**src/rtl/game_flow_ctrl.sv**
```systemverilog
// Game-flow sequencer: title, load, play, dead/win screens and done, for N players.
// Drives the level-object revive pulse plus the freeze/overlay signals for the display path.
module game_flow_ctrl #(
  parameter int NUM_PLAYERS = 2,
  parameter int NUM_LEVELS  = 4,
  parameter int DEAD_FRAMES = 120,
  parameter int WIN_FRAMES  = 180,
  localparam int LW = (NUM_LEVELS > 1) ? $clog2(NUM_LEVELS) : 1
) (
  input  logic                   Clk,
  input  logic                   Reset_n,
  input  logic                   frame_tick,
  input  logic                   confirm,
  input  logic [NUM_PLAYERS-1:0] player_dead,
  input  logic [NUM_PLAYERS-1:0] player_win,
  output logic [2:0]             state,
  output logic                   revive,
  output logic [LW-1:0]          level,
  output logic                   freeze,
  output logic [1:0]             overlay,
  output logic [7:0]             deaths
);

  typedef enum logic [2:0] {
    S_TITLE = 3'd0,
    S_LOAD  = 3'd1,
    S_PLAY  = 3'd2,
    S_DEAD  = 3'd3,
    S_WIN   = 3'd4,
    S_DONE  = 3'd5
  } state_t;

  localparam logic [15:0]   DEAD_LAST  = 16'(DEAD_FRAMES - 1);
  localparam logic [15:0]   WIN_LAST   = 16'(WIN_FRAMES - 1);
  localparam logic [LW-1:0] LEVEL_LAST = LW'(NUM_LEVELS - 1);

  state_t        state_q, state_d;
  logic [LW-1:0] level_q, level_d;
  logic [7:0]    deaths_q, deaths_d;
  logic [15:0]   timer_q, timer_d;
  logic          confirm_q;
  logic          cf_rise, any_dead, all_win;
  logic          dead_expire, win_expire;

  assign cf_rise     = confirm & ~confirm_q;
  assign any_dead    = |player_dead;
  assign all_win     = &player_win;
  assign dead_expire = frame_tick && (timer_q == DEAD_LAST);
  assign win_expire  = frame_tick && (timer_q == WIN_LAST);

  // confirm_q resets high so a key held through reset release cannot start a game
  always_ff @(posedge Clk or negedge Reset_n) begin
    if (!Reset_n) begin
      state_q   <= S_TITLE;
      level_q   <= '0;
      deaths_q  <= '0;
      timer_q   <= '0;
      confirm_q <= 1'b1;
    end else begin
      state_q   <= state_d;
      level_q   <= level_d;
      deaths_q  <= deaths_d;
      timer_q   <= timer_d;
      confirm_q <= confirm;
    end
  end

  always_comb begin
    state_d  = state_q;
    level_d  = level_q;
    deaths_d = deaths_q;
    timer_d  = timer_q;
    case (state_q)
      S_TITLE: begin
        if (cf_rise) begin
          state_d  = S_LOAD;
          level_d  = '0;
          deaths_d = '0;
        end
      end
      S_LOAD: state_d = S_PLAY;
      S_PLAY: begin
        if (any_dead) begin
          state_d = S_DEAD;
          if (deaths_q != 8'hFF) deaths_d = deaths_q + 8'd1;
        end else if (all_win) begin
          state_d = S_WIN;
        end
      end
      S_DEAD: begin
        if (cf_rise || dead_expire) state_d = S_LOAD;
        else if (frame_tick)        timer_d = timer_q + 16'd1;
      end
      S_WIN: begin
        if (cf_rise || win_expire) begin
          if (level_q == LEVEL_LAST) begin
            state_d = S_DONE;
          end else begin
            state_d = S_LOAD;
            level_d = level_q + LW'(1);
          end
        end else if (frame_tick) begin
          timer_d = timer_q + 16'd1;
        end
      end
      S_DONE: begin
        if (cf_rise) state_d = S_TITLE;
      end
      default: state_d = S_TITLE;
    endcase
    // every state entry starts the frame timer from zero
    if (state_d != state_q) timer_d = '0;
  end

  always_comb begin
    overlay = 2'd0;
    case (state_q)
      S_TITLE, S_DONE: overlay = 2'd1;
      S_DEAD:          overlay = 2'd2;
      S_WIN:           overlay = 2'd3;
      default:         overlay = 2'd0;
    endcase
  end

  assign state  = state_q;
  assign revive = (state_q == S_LOAD);
  assign freeze = (state_q != S_PLAY);
  assign level  = level_q;
  assign deaths = deaths_q;

endmodule
```
**config.mk**
```make
export PLATFORM = sky130hd
export DESIGN_NAME = game_flow_ctrl
export DESIGN_NICKNAME = d
export VERILOG_FILES = /design/src/rtl/game_flow_ctrl.sv
export SDC_FILE = /design/constraint.sdc
export NUM_CORES = 1
export LEC_CHECK = 0
export CORE_ASPECT_RATIO = 1.5
export CORE_MARGIN = 4
export CORE_UTILIZATION = 49
export DETAILED_ROUTE_END_ITERATION = 8
export GPL_TIMING_DRIVEN = 0
export PLACE_DENSITY = 0.72
export SLEW_MARGIN = 20
export SYNTH_ARGS = -nofsm -noshare
export SYNTH_HDL_FRONTEND = slang
export SYNTH_SLANG_ARGS = --single-unit
```
**constraint.sdc**
```tcl
create_clock -name Clk -period 5 [get_ports Clk]
set_input_delay 1 -clock Clk [delete_from_list [all_inputs] [get_ports Clk]]
set_output_delay 1 -clock Clk [all_outputs]
set_load 0.005 [all_outputs]
```
==> run metrics <==
status completed; syn nets 242; Final min period 2.87 ns; f_max 349 MHz; fin cells 309; CORE AREA 0.00421 mm^2; Post-CTS Resized 0; cts hold-fix bufs 0; Gate power share 42.7%; Setup CP Type flop to output port; Fin Hold WS 0.521 ns; sequential cell area fraction in the yosys report 35.2%; number of core rows 29; Final WS setup 2.13 ns; critical path's slowest cell clkdlybuf4s50_1; Slew @ Worst Pin 0.687 ns; Worst EP required 4.00 ns; clk root buf clkbuf_8; H-tree depth 2; First-pass DRT Iterations 4; WP data arrival 1.87 ns; asr flop ratio synth 100%; post-layout power 1.16 mW; share of layout cells above drive strength 1 16.0%; Remaining Overflow, GRT 0; Seq pwr share 30.5%; top cell type by total area after synthesis dfrtp_1; Place WS 1.91 ns; placed insts 301; worst hold path type flop to flop; Worst-Skew Late Latency 0.29 ns; initial core utilization 50.8%; static leakage 0.958 nW; Clock power frac 26.8%; port bufs 24; die area 0.00550 mm^2; syn avg cell area 9.25 um^2; post-route antenna net violation count 0; Setup Fix Bufs, Post-CTS 0; GPL Wtd Cong 0.828; sw power 0.427 mW; total track usage 22.8%; TritonCTS clock tree done; Mapped Cells 231; DP HPWL 4000 um; Critical Path, Cell by Cell clkbuf_1, nor3_1, clkdlybuf4s50_1; post-synth top area share 34.0%; antenna violations before repair 0; Top FF cell, synth dfrtp_1; Pwr per Cell Area 450 mW/mm^2; Worst VDD drop 0.346 mV; final WL 5430 um; final setup fails 0; #FFs+latches synth 30; clock slew at reported path FFs 0.07 ns; number of synthesized flops with an enable pin 0; Hold Vio Cnt, Final 0; first-pass GRT wire length 9360 um; kind of cell adding the most delay to the critical path buffers and inverters; Distinct cells, synth 59; RSZ-0062 raised after global routing false; vias in the first global route 1,970; CTS Sinks 30; die span in x 61.9 um; Fin Clk Skew 0.00653 ns; internal power 0.730 mW; Area Growth Syn to Fin 20.4%; Die H 88.9 um; Max-Cap Viols 0; pin count of the biggest net entering global routing 31; Switching Share 36.9%; Netlist Area Pre-Place 0.00214 mm^2; IO Pins 25; wire per inst 17.6 um; Inserted Diodes 0; DR vias 1,976; ranking of synthesized cells by area dfrtp_1 34%, o211ai_1 4.6%, mux2i_1 4.2%; Final nets 273; initial drt markers 91; Critical path buffers and inverters 2; DRC violation count after routing 0; CP Capture Type output port; clock tree buffer depth 2; CP Launch Type flop; Slew HR 54.2%; maximum fanout along the worst path 10; aggregate negative setup slack 0 ns; Via density 6.39; Synthesis Warnings 0; final critical-path share of the clock period 57.3%; Worst path max stage delay 0.56 ns; Final Max Tran Viols 0; CTS Buf Count 5
-- worst paths after layout --
kind,startpoint,to,slack (ns),cells after the start
max,state[1]$_DFF_PN0_,revive,2.13,3
min,timer_q[10]$_DFFE_PN0P_,timer_q[10]$_DFFE_PN0P_,0.52,1
max reg2reg,timer_q[0]$_DFFE_PN0P_,timer_q[5]$_DFFE_PN0P_,2.67,7
min reg2reg,timer_q[10]$_DFFE_PN0P_,timer_q[10]$_DFFE_PN0P_,0.52,1
max in group asynchronous,Reset_n,timer_q[12]$_DFFE_PN0P_,3.81,1
min in group asynchronous,Reset_n,timer_q[2]$_DFFE_PN0P_,0.75,1
-- cells in the final DEF (no fill, tap or decap), drive strengths merged, types with 3 or more instances in the layout --
master	instances
inv	10
nor2	14
or3	9
and3	5
nor4	3
xnor2	3
o2111ai	7
nand3	12
a211o	3
a21oi	10
clkdlybuf4s50	23
a211oi	15
nand4	8
ha	3
mux2i	9
o211ai	13
dfrtp	29
clkbuf	10
o21ai	14
nand2	14
nor3	5
o22ai	3
buf	10
-- sequential cells by signal, indices dropped and copies added, names as in the netlist --
register and flops:
timer_q 16, deaths 8, state 3, level 2
confirm_q 1
-- cells by family (layout without fill, tap and decap cells) --
group	Yosys count	in the layout	share of synthesized area, %
xor gates and xnor gates	4	4	1.64
AOI/OAI and AO/OA	75	75	26.6
and+or+nand+nor	86	86	24.7
muxes	10	10	4.74
adders and majority gates	3	3	1.76
DFF	30	30	35.2
buffers and inverters	23	55	5.39
-- routing by layer --
metal | routed length, um | up-vias | global-route usage [%]
met5 | 0 | - | 0
met4 | 193 | 0 | 9.85
met3 | 186 | 17 | 4.23
met2 | 2830 | 52 | 39.6
met1 | 2220 | 951 | 26.4
li1 | - | 956 | -
-- cell usage after synthesis (2+ instances only) --
library cell and instances:
clkbuf_1 4, nor2_1 13, nand2b_1 2, or2_2 2, or3_1 9, a211oi_1 12, nand3_1 12, nor3_1 4
buf_4 2, buf_6 2, mux2i_1 9, o21ai_1 2, nor4_2 2, o211ai_1 13, a211oi_2 3, ha_1 3
inv_1 9, nand2_1 13, a21o_1 2, nor2b_1 2, nand4_1 8, dfrtp_1 29, o22ai_1 3, and3_1 4
o21ai_0 12, xnor2_1 3, buf_2 5, a21oi_1 9, o21a_1 2, o2111ai_1 7
-- final cells by class --
cell class / instances / area, um^2
clock buffer: 6 / 82.6
fill: 393 / 1640
buffer: 13 / 77.6
timing repair buffer: 24 / 235
multi-input combinational: 178 / 1270
clock inverter: 2 / 60.1
sequential: 30 / 752
tap: 46 / 57.6
inverter: 10 / 37.5
-- power groups by stage --
stage | clock, mW | sequential, mW | combinational [mW]
floorplan | 0 | 0.345 | 0.300
global placement | 0 | 0.356 | 0.491
detailed placement | 0 | 0.354 | 0.495
CTS | 0.317 | 0.351 | 0.498
global route | 0.332 | 0.361 | 0.548
finish | 0.310 | 0.353 | 0.495
-- metrics by stage --
step	util, %	instance area (um^2)
detailed placement	57.7	2430
global placement	57.8	2430
CTS	61.1	2570
finish	61.1	2570
floorplan	-	2140
global route	61.1	2570
Note: power is estimated with default switching activity, not from simulation.
